===== src/rtl/clock_reset_sequencer_pkg.sv =====
// Shared types and constants for the clock/reset sequencing blocks.
package clock_reset_pkg;

  typedef enum logic [1:0] {
    HOLD    = 2'd0,
    STRETCH = 2'd1,
    RELEASE = 2'd2,
    RUN     = 2'd3
  } seq_state_e;

  localparam int DEFAULT_SYNC_STAGES    = 3;
  localparam int DEFAULT_STRETCH_CYCLES = 16;

  // Ceiling log2, usable in constant expressions for widths.
  function automatic int clog2(input int value);
    int result;
    result = 0;
    while ((1 << result) < value) result++;
    return result;
  endfunction

endpackage


===== src/rtl/clock_reset_sequencer_reset_sync.sv =====
// Reset synchronizer: asserts asynchronously, releases after SYNC_STAGES clock edges.
module reset_sync_async_assert
  import clock_reset_pkg::*;
#(
  parameter int SYNC_STAGES = DEFAULT_SYNC_STAGES
) (
  input  logic clock,
  input  logic reset,
  output logic rst_sync
);

  logic [SYNC_STAGES-1:0] chain;

  // NOTE: sequential state uses non-blocking assignments so every stage samples its
  // neighbour's pre-edge value; blocking here would collapse the chain into one flop.
  always_ff @(posedge clock or posedge reset) begin
    if (reset) begin
      chain <= '1;
    end else begin
      chain <= {chain[SYNC_STAGES-2:0], 1'b0};
    end
  end

  assign rst_sync = chain[SYNC_STAGES-1];

endmodule


===== src/rtl/clock_reset_sequencer.sv =====
// Stretches a synchronized reset and releases the per-domain resets one at a time.
module clock_reset_sequencer
  import clock_reset_pkg::*;
#(
  parameter int SYNC_STAGES    = DEFAULT_SYNC_STAGES,
  parameter int STRETCH_CYCLES = DEFAULT_STRETCH_CYCLES,
  parameter int NUM_DOMAINS    = 2,
  parameter int STAGGER_CYCLES = 4
) (
  input  logic                   clock,
  input  logic                   reset,
  input  logic                   io_sw_reset,
  output logic [NUM_DOMAINS-1:0] io_out_reset,
  output logic                   io_ready,
  output logic [1:0]             io_state
);

  localparam int CNT_MAX = (STRETCH_CYCLES > STAGGER_CYCLES) ? STRETCH_CYCLES : STAGGER_CYCLES;
  localparam int CNT_W   = clog2(CNT_MAX + 1);
  localparam int DOM_W   = clog2(NUM_DOMAINS + 1);

  localparam logic [CNT_W-1:0] STRETCH_LAST = CNT_W'(STRETCH_CYCLES - 1);
  localparam logic [CNT_W-1:0] STAGGER_LAST = CNT_W'(STAGGER_CYCLES - 1);
  localparam logic [DOM_W-1:0] DOM_LAST     = DOM_W'(NUM_DOMAINS - 1);

  logic                   rst_sync;
  seq_state_e             state;
  logic [CNT_W-1:0]       cnt;
  logic [DOM_W-1:0]       dom;
  logic [NUM_DOMAINS-1:0] out_reset;
  logic                   ready;

  reset_sync_async_assert #(
    .SYNC_STAGES(SYNC_STAGES)
  ) u_reset_sync (
    .clock    (clock),
    .reset    (reset),
    .rst_sync (rst_sync)
  );

  // NOTE: every register, outputs included, takes its value in the async reset branch
  // so the domain resets assert the instant the raw reset rises, with no clock needed.
  always_ff @(posedge clock or posedge reset) begin
    if (reset) begin
      state     <= HOLD;
      cnt       <= '0;
      dom       <= '0;
      out_reset <= '1;
      ready     <= 1'b0;
    end else if (io_sw_reset && state != HOLD) begin
      state     <= STRETCH;
      cnt       <= '0;
      dom       <= '0;
      out_reset <= '1;
      ready     <= 1'b0;
    end else begin
      case (state)
        HOLD: begin
          if (!rst_sync) begin
            state <= STRETCH;
            cnt   <= '0;
          end
        end
        STRETCH: begin
          if (cnt == STRETCH_LAST) begin
            out_reset[0] <= 1'b0;
            cnt          <= '0;
            if (NUM_DOMAINS == 1) begin
              state <= RUN;
              ready <= 1'b1;
            end else begin
              state <= RELEASE;
              dom   <= DOM_W'(1);
            end
          end else begin
            cnt <= cnt + 1'b1;
          end
        end
        RELEASE: begin
          if (cnt == STAGGER_LAST) begin
            for (int i = 1; i < NUM_DOMAINS; i++) begin
              if (dom == DOM_W'(i)) out_reset[i] <= 1'b0;
            end
            cnt <= '0;
            dom <= dom + 1'b1;
            // Ready rises on the same edge the last domain is released.
            if (dom == DOM_LAST) begin
              state <= RUN;
              ready <= 1'b1;
            end
          end else begin
            cnt <= cnt + 1'b1;
          end
        end
        default: ;
      endcase
    end
  end

  assign io_out_reset = out_reset;
  assign io_ready     = ready;
  assign io_state     = state;

endmodule

===== config.mk =====
export PLATFORM = sky130hd
export DESIGN_NAME = clock_reset_sequencer
export DESIGN_NICKNAME = d
export VERILOG_FILES = /design/src/rtl/clock_reset_sequencer_pkg.sv /design/src/rtl/clock_reset_sequencer_reset_sync.sv /design/src/rtl/clock_reset_sequencer.sv
export SDC_FILE = /design/constraint.sdc
export NUM_CORES = 1
export LEC_CHECK = 0
export CORE_MARGIN = 2
export CORE_UTILIZATION = 49
export CTS_CLUSTER_SIZE = 28
export DETAILED_ROUTE_END_ITERATION = 8
export PLACE_DENSITY = 0.8
export SLEW_MARGIN = 10
export SYNTH_ARGS = -nofsm -noshare
export SYNTH_HDL_FRONTEND = slang
export SYNTH_SLANG_ARGS = --single-unit

===== constraint.sdc =====
create_clock -name clock -period 1.88 [get_ports clock]
set_input_delay 0.188 -clock clock [delete_from_list [all_inputs] [get_ports clock]]
set_output_delay 0.188 -clock clock [all_outputs]
set_load 0.05 [all_outputs]

# After elaboration in Yosys (flattened, before gate mapping)

Cells that the tools add are included.

$add $sub $neg: 2
Eq/ne operators: 9
Multiplexer cells: 25
Reductions and logical operators: 15

Operators by type and width:

| cell                                                 | number |
|---|---|
| 2-to-1 mux 5 bit                                     | 4 |
| 2-to-1 mux 2 bit                                     | 9 |
| case mux 5 bit (3 select lines)                      | 1 |
| != test 3 bit (second input constant)                | 4 |
| nonzero test 2 bit                                   | 6 |
| 2-to-1 mux 1 bit                                     | 9 |
| case mux 2 bit (3 select lines)                      | 1 |
| AND reduction 3 bit                                  | 2 |
| adder 5 x 1 -> 5 bit (second input constant)         | 1 |
| equality test 5 x 2 -> 1 bit (second input constant) | 1 |
| equality test 5 x 4 -> 1 bit (second input constant) | 1 |
| AND reduction 5 bit                                  | 1 |
| equality test 2 x 1 -> 1 bit (second input constant) | 2 |
| case mux 2 bit (2 select lines)                      | 1 |
| AND reduction 2 bit                                  | 2 |
| nonzero test 4 bit                                   | 1 |
| nonzero test 3 bit                                   | 1 |
| adder 2 x 1 -> 2 bit (second input constant)         | 1 |
| equality test 2 bit (second input constant)          | 1 |
| zero test 2 bit                                      | 1 |
| logical AND 1 bit                                    | 1 |

Register bits after elaboration: 15
Input bits: 3
Output and inout bits: 5

# Depth between registers and ports, before layout

Gate-level depths: netlist (run 1).

Depth after elaboration: 5
Gate-level depth with buffers: 8

# Modules after synthesis

Synthesis (run 1) repeated with hierarchy kept, for this count alone.

Cell total of the unflattened synthesis: 86
Area, all modules: 877.1 µm²

Modules (own cells, without submodules):

| module                  | instances | cells each | area an instance (µm²) | seq. area each (µm²) |
|---|---|---|---|---|
| clock_reset_sequencer   | 1         | 81         | 790.8                  | 302.8 |
| reset_sync_async_assert | 1         | 5          | 86.3                   | 78.8 |

# Least setup slack after synthesis (run 1)

OpenSTA, ideal clock, no wires.

Kind: reg2reg
Start point: register state[0] (netlist: io_state[0])
End point: register state[0] (netlist: io_state[0])
Setup time: 0.123 ns
Arrival: 2.043 ns
Required time: 1.757 ns
Setup slack: -0.286 ns
Stages on the path, launching flop included: 7
Path buffers: 1
Path through: dfrtp_1 > inv_1 > ha_1 > clkbuf_1 > a21boi_0 > or4b_1 > o221a_2

Word-level cells in the longest chain between the ends: 4

Ends and longest elaborated chain:

| element                                                              | line                        | RTL |
|---|---|---|
| start: declaration                                                   | clock_reset_sequencer.sv:27 | `seq_state_e state;` |
| start signal: assignment                                             | clock_reset_sequencer.sv:45 | `state <= HOLD;` |
| start signal: assignment                                             | clock_reset_sequencer.sv:51 | `state <= STRETCH;` |
| start signal: assignment                                             | clock_reset_sequencer.sv:60 | `state <= STRETCH;` |
| nonzero test 2 bit                                                   | clock_reset_sequencer.sv:50 | `end else if (io_sw_reset && state != HOLD) begin` |
| logical AND 1 bit                                                    | clock_reset_sequencer.sv:50 |  |
| != test 3 bit (no source line) or nonzero test 4 bit (tied branches) | n/a                         |  |
| AND reduction 5 bit (no source line)                                 | n/a                         |  |

Parallel ways exist; a longest one is shown, timed or not.
A chain may end at the register's enable or synchronous reset.

# Worst setup path after layout (run 1)

Start point: register out_reset[1] (netlist: io_out_reset[1])
End point: output port io_out_reset[1]

RTL lines:

| element                          | line                        | RTL |
|---|---|---|
| start: declaration               | clock_reset_sequencer.sv:30 | `logic [NUM_DOMAINS-1:0] out_reset;` |
| start signal: assignment         | clock_reset_sequencer.sv:48 | `out_reset <= '1;` |
| start signal: assignment         | clock_reset_sequencer.sv:54 | `out_reset <= '1;` |
| start signal: indexed assignment | clock_reset_sequencer.sv:82 | `if (dom == DOM_W'(i)) out_reset[i] <= 1'b0;` |
| end: declaration                 | clock_reset_sequencer.sv:13 | `output logic [NUM_DOMAINS-1:0] io_out_reset,` |

No word-level cell between the ends.

==> results.md, run 1 <==
* Gr ovfl total at 0
* Max Freq at 0.547 GHz
* FF+latch count, synth at 15
* Pwr Density at 1150 nW/um^2
* Relative slew slack at 0.627
* GRT Total Usage at 0.199
* Initial antenna violation count at 0
* Routed WL at 1830 um
* Final nets at 119
* 1st-iter DRT viols at 19
* YS warnings at 0
* CP Max Fanout at 2
* Pint at 0.750 mW
* Synth Net Count at 101
* Sequential share of power at 0.339
* WHS at 0.227 ns
* Crit end category: primary output
* LEAKAGE at 0.474 nW
* Io pins at 8
* Cell taking the most area after synthesis: dfrtp_1
* Site Rows at 15
* Std-Cell Core Area at 1730 sq um
* Critical path class: register to primary output
* Power Total at 1.25 mW
* Vias per std cell at 5.59
* Netlist Area Pre-Place at 892 sq um
* Synth top cells by count: 11 x nand2_1, 10 x dfrtp_1, 10 x inv_1
* Root Driver: clkbuf_4
* Setup tns final at 0 ns
* Clk buf depth at 2
* Detailed-route DRC error count at 0
* Comb pwr share at 0.507
* Req. time, crit path at 1.69 ns
* CTS clock-pin slew for the worst setup and hold paths at 0.09 ns
* Crit-path slowest cell: clkdlybuf4s50_1
* Number of global-route vias before repair at 663
* Post-route setup slack at 0.0503 ns
* N_diodes at 0
* Maximum VDD drop at 620 uV
* Crit share post-route at 0.973
* Switching Fraction at 0.399
* Final ANT Viol Nets at 0
* Post-synthesis sequential area ratio at 0.428
* Ranking of synthesized cells by area: dfrtp_1 28%, dfstp_2 15%, ha_1 11%, nand2_1 4.6%, inv_1 4.2%
* CTS tree: yes
* Yosys cell types at 32
* Mean post-synth cell area at 9.91 sq um
* Minimum clock period at 1.83 ns
* Final Skew at 0.00647 ns
* Fin util at 0.630
* Synth-to-layout area growth at 22.0%
* DP Worst Slack at 0.00519 ns
* Post-synth EDFFs at 0
* H-tree Lvls at 1
* Chip Width at 46.7 um
* Final setup viols at 0
* 1st-pass router iterations at 4
* Avg WL per Cell at 13.8 um
* Slew Limit Fails at 0
* Mapped Cells at 90
* Worst hold path class: input pin to asynchronous set/reset pin
* Final hold violation count at 0
* CP delay by family, top: buffers and inverters
* Slowest stage delay, CP at 0.79 ns
* Largest net degree at the start of global routing at 16
* Critical path data arrival time at 1.64 ns
* Via count at 738
* Dpl hpwl at 1320 um
* Worst Setup Start Kind: register
* Max-cap violations at 0
* PortBufs at 7
* Clk Latency, worst-skew pair at 0.30 ns
* Post-synth top flop: dfrtp_1
* Bufs and invs on worst path at 1
* Sink Count at 15
* Net Switching at 0.497 mW
* Die area at 2180 sq um
* Number of CTS-inserted buffers at 3
* RD Place Congestion at 0.908
* Top cell type's share of synthesized area at 0.281
* Tightest Pin Transition at 0.559 ns
* First-pass GRT wire length at 2900 um
* Power share of the clock group at 0.153
* Ys async rst share at 1.00
* Layout cells sized above 1 at 0.262
* Worst path cell trace: clkdlybuf4s50_1
* Status: finished clean
* Chip height at 46.7 um
* Starting Density at 0.517
* Most frequent cell after synthesis: nand2_1
==> routing by layer <==
layer | GRT usage | wire (um) | vias up | share of wire
met3 | 0.0275 | 71 | 9 | 0.039
met4 | 0.144 | 77 | 0 | 0.042
met1 | 0.245 | 802 | 349 | 0.44
met2 | 0.314 | 874 | 22 | 0.48
li1 | - | - | 358 | -
met5 | 0 | 0 | - | 0
==> logic make-up (layout without fill, tap and decap cells) <==
family / after synthesis / in the layout / share of synthesized area
other: 1 / 1 / 0.00420
DFF: 15 / 15 / 0.428
muxes: 1 / 1 / 0.0126
AOI/OAI and AO/OA: 24 / 24 / 0.210
and+or+nand+nor: 29 / 29 / 0.182
adders and majority gates: 8 / 8 / 0.112
buffers and inverters: 12 / 29 / 0.0505
==> flip-flops by register name, summed over array words and instances, names as in the netlist <==
register and count:
cnt 5, io_state 2, io_out_reset 2, dom 2, io_ready 1, u_reset_sync.chain 3
==> layout make-up <==
type	instances	area, sq um
Fill cell	146	638
Multi-Input combinational cell	63	478
Sequential cell	15	384
Timing Repair Buffer	15	130
Inverter	10	37.5
Tap cell	25	31.3
Clock buffer	3	22.5
Clock inverter	1	5.00
==> cells in the final DEF, fill, tap and decap left out, drive strengths merged, types with 3 or more instances in the layout <==
cell type | synthesis | layout
nor2 | 4 | 4
o21ai | 4 | 4
dfrtp | 10 | 10
nand2 | 11 | 11
clkbuf | 2 | 3
nand2b | 3 | 3
ha | 8 | 8
buf | 0 | 8
inv | 10 | 10
clkdlybuf4s50 | 0 | 7
nand3 | 3 | 3
dfstp | 5 | 5
==> power groups by stage <==
stage | clock network (mW) | registers, mW | logic, mW
after global placement | 0 | 0.429 | 0.579
after floorplan | 0 | 0.479 | 0.348
after detailed placement | 0 | 0.433 | 0.592
final | 0.191 | 0.424 | 0.633
after global routing | 0.207 | 0.432 | 0.692
after CTS | 0.198 | 0.427 | 0.600
==> worst paths after layout <==
| path | start | to | slack (ns) | depth (start not counted) |
|---|---|---|---|---|
| setup reg to reg | cnt[0] | cnt[2] | 0.06 | 5 |
| min in group clock | u_reset_sync.chain[1] | u_reset_sync.chain[2] | 0.36 | 0 |
| hold / removal | reset | dom[1] | 0.23 | 2 |
| max in group asynchronous | reset | io_state[0] | 1.26 | 2 |
| hold reg to reg | u_reset_sync.chain[1] | u_reset_sync.chain[2] | 0.36 | 0 |
| setup / recovery | io_out_reset[1] | io_out_reset[1] | 0.05 | 1 |
==> through the flow <==
| stage | cell area (sq um) | instances |
|---|---|---|
| after global placement | 1040 | 127 |
| final | 1090 | 132 |
| after detailed placement | 1040 | 127 |
| after floorplan | 896 | 90 |
| after CTS | 1070 | 131 |
| after global routing | 1090 | 132 |
==> repair_timing <==
action	CTS	global route
endpoints found under the setup margin	3	7
gates cloned	0	0
resized for setup	1	3
setup buffers	0	1
hold buffers	0	0
(Power assumes the default switching activity.)
==> inputs of run 2 (changes only) <==
--- a/config.mk
+++ b/config.mk
@@ -5,6 +5,8 @@
 export SDC_FILE = /design/constraint.sdc
 export NUM_CORES = 1
 export LEC_CHECK = 0
+export ABC_CLOCK_PERIOD_IN_PS = 1880
+export CAP_MARGIN = 20
 export CORE_MARGIN = 2
 export CORE_UTILIZATION = 49
 export CTS_CLUSTER_SIZE = 28
@@ -13,4 +15,5 @@
 export SLEW_MARGIN = 10
 export SYNTH_ARGS = -nofsm -noshare
 export SYNTH_HDL_FRONTEND = slang
+export SYNTH_HIERARCHICAL = 1
 export SYNTH_SLANG_ARGS = --single-unit
==> results.md, run 2 <==
* Reg-to-reg critical path endpoint: io_state[1]
* Chip height at 46.3 um
* Post-synthesis sequential area ratio at 0.435
* Clk Latency, worst-skew pair at 0.29 ns
* Routed WL at 1720 um
* N_diodes at 0
* Relative slew slack at 0.665
* Max-cap violations at 0
* H-tree Lvls at 1
* Detailed-route DRC error count at 0
* Req. time, crit path at 2.06 ns
* Critical path data arrival time at 2.00 ns
* CTS clock-pin slew for the worst setup and hold paths at 0.10 ns
* Avg WL per Cell at 13.5 um
* Sink Count at 15
* Regs by FF count: cnt x5, u_reset_sync/chain x3
* Chip Width at 46.3 um
* Final setup viols at 0
* Fin util at 0.632
* R2R depth at 6
* Commonest non-fill, non-tap cells in the layout: 10 x inv_1, 8 x nand2_1, 8 x dfrtp_1
* RSZ-0062 raised after global routing: true
* Final instance area at 1080 sq um
* Ys async rst share at 1.00
* 1st-iter DRT viols at 5
* Std-Cell Core Area at 1710 sq um
* Layout cells sized above 1 at 0.275
* Reg2Reg Setup Slack at 0.06 ns
* Number of global-route vias before repair at 676
* Synth Net Count at 97
* Mapped Cells at 86
* Starting Density at 0.514
* Final ANT Viol Nets at 0
* Largest net degree at the start of global routing at 13
* Placement Cell Area at 1010 sq um
* RD Place Congestion at 0.838
* Max FFs per register at 5
* Synth-to-layout area growth at 23.1%
* Worst Setup Start Kind: register
* Final Skew at 0.00574 ns
* Ranking of synthesized cells by area: dfrtp_1 29%, dfstp_2 15%, ha_1 11%, inv_1 4.3%, nor2b_1 3.6%
* Number of CTS-inserted buffers at 3
* Minimum clock period at 1.82 ns
* Io pins at 8
* Status: finished clean
* Post-CTS Hold Buffers at 0
* Site Rows at 15
* Tightest Pin Transition at 0.501 ns
* Final nets at 114
* Clk buf depth at 2
* Max Freq at 0.551 GHz
* Crit Reg-Reg Startpoint: cnt[1]
* Yosys cell types at 33
* Synth top cells by count: 10 x dfrtp_1, 10 x inv_1, 8 x ha_1, 8 x nand2_1
* Pwr Density at 1190 nW/um^2
* Slew Limit Fails at 0
* Root Driver: clkbuf_4
* LEAKAGE at 0.504 nW
* Initial antenna violation count at 0
* Register with the most flip-flops: cnt
* Worst hold path class: input pin to asynchronous set/reset pin
* Commonest non-fill, non-tap cell in the layout: inv_1
* Mean post-synth cell area at 10.2 sq um
* Crit share post-route at 0.966
* CP Max Fanout at 7
* Netlist Area Pre-Place at 877 sq um
* YS warnings at 6
* Die area at 2140 sq um
* Gr ovfl total at 0
* 1st-pass router iterations at 2
* FF+latch count, synth at 15
* Critical path class: register to register
* Cell taking the most area after synthesis: dfrtp_1
* Crit end category: register
* Vias per std cell at 5.33
* CTS tree: yes
* Final hold violation count at 0
* Post-synth top flop: dfrtp_1
* Dpl hpwl at 1270 um
* Top cell type's share of synthesized area at 0.285
* GRT Total Usage at 0.197
* Via count at 677
* WHS at 0.223 ns
* PortBufs at 7
* Maximum VDD drop at 819 uV
* First-pass GRT wire length at 2900 um
* Post-synth EDFFs at 0
[run 2: cell count changes in the layout (fill, tap and decap cells not counted), moves of 3 or more]
cell | before | now
a22o_1 | 0 | 3
buf_4 | 8 | 5
nand2_1 | 11 | 8
nor2b_1 | 1 | 4
[run 2: cell type report]
cell class	count	area [sq um]
Timing Repair Buffer	13	119
Fill cell	142	628
Multi-Input combinational cell	60	480
Inverter	10	37.5
Clock inverter	1	5.00
Clock buffer	3	22.5
Tap cell	25	31.3
Sequential cell	15	384
[run 2: metal layers]
metal | wire length (um) | vias to the layer above | GRT usage | part of all wire
li1 | - | 335 | - | -
met1 | 810 | 329 | 0.250 | 0.47
met2 | 831 | 9 | 0.317 | 0.48
met3 | 33 | 4 | 0.0353 | 0.019
met4 | 41 | 0 | 0.103 | 0.024
met5 | 0 | - | 0 | 0
[run 2: repair_timing]
item | CTS | global route
setup buffers | 0 | 1
resized for setup | 0 | 8
endpoints found under the setup margin | 0 | 8
hold endpoints to repair | 0 | 0
[run 2: worst max path at each step]
stage,endpoint,start,slack [ns],cells past startpoint
after floorplan,cnt[0],io_state[0],0.06,6
after global placement,io_state[1],cnt[0],0.08,6
after detailed placement,io_state[1],cnt[0],0.02,6
after CTS,io_state[1],cnt[0],0.004,6
after global routing,io_state[1],cnt[1],-0.04,6
final,io_state[1],cnt[1],0.06,6
[run 2: worst max-delay path, stage by stage, from the launching register on]
cell      delay, ns
dfrtp_1        0.38
ha_2           0.20
or4b_4         0.49
a21oi_4        0.18
buf_6          0.15
o221ai_2       0.10
a32o_1         0.22
[run 2: cells by family (layout without fill, tap and decap cells)]
logic type	after synthesis	count (layout)	share of synthesized area
adder cells (fa/ha/maj)	8	8	0.114
flip-flops	15	15	0.435
buffers and inverters	11	27	0.0556
AO/OA/AOI/OAI	21	21	0.190
multiplexers	2	2	0.0257
other	1	1	0.00428
AND/OR/NAND/NOR	28	28	0.175
[run 2: per-stage QoR]
stage	worst slack (ns)	instances	TNS, ns	power [mW]
after global placement	0.0837	122	0	1.02
after detailed placement	0.0222	122	0	1.03
after CTS	0.00368	126	0	1.22
final	0.0643	127	0	1.29
after global routing	-0.0383	127	-0.0809	1.39
after floorplan	0.0613	86	0	0.870
[run 2: where the power goes]
group | total, mW | switching [mW] | internal (mW) | leakage (nW)
clock | 0.189 | 0.110 | 0.0791 | 0.0177
combinational | 0.675 | 0.375 | 0.300 | 0.303
sequential | 0.423 | 0.0429 | 0.380 | 0.183
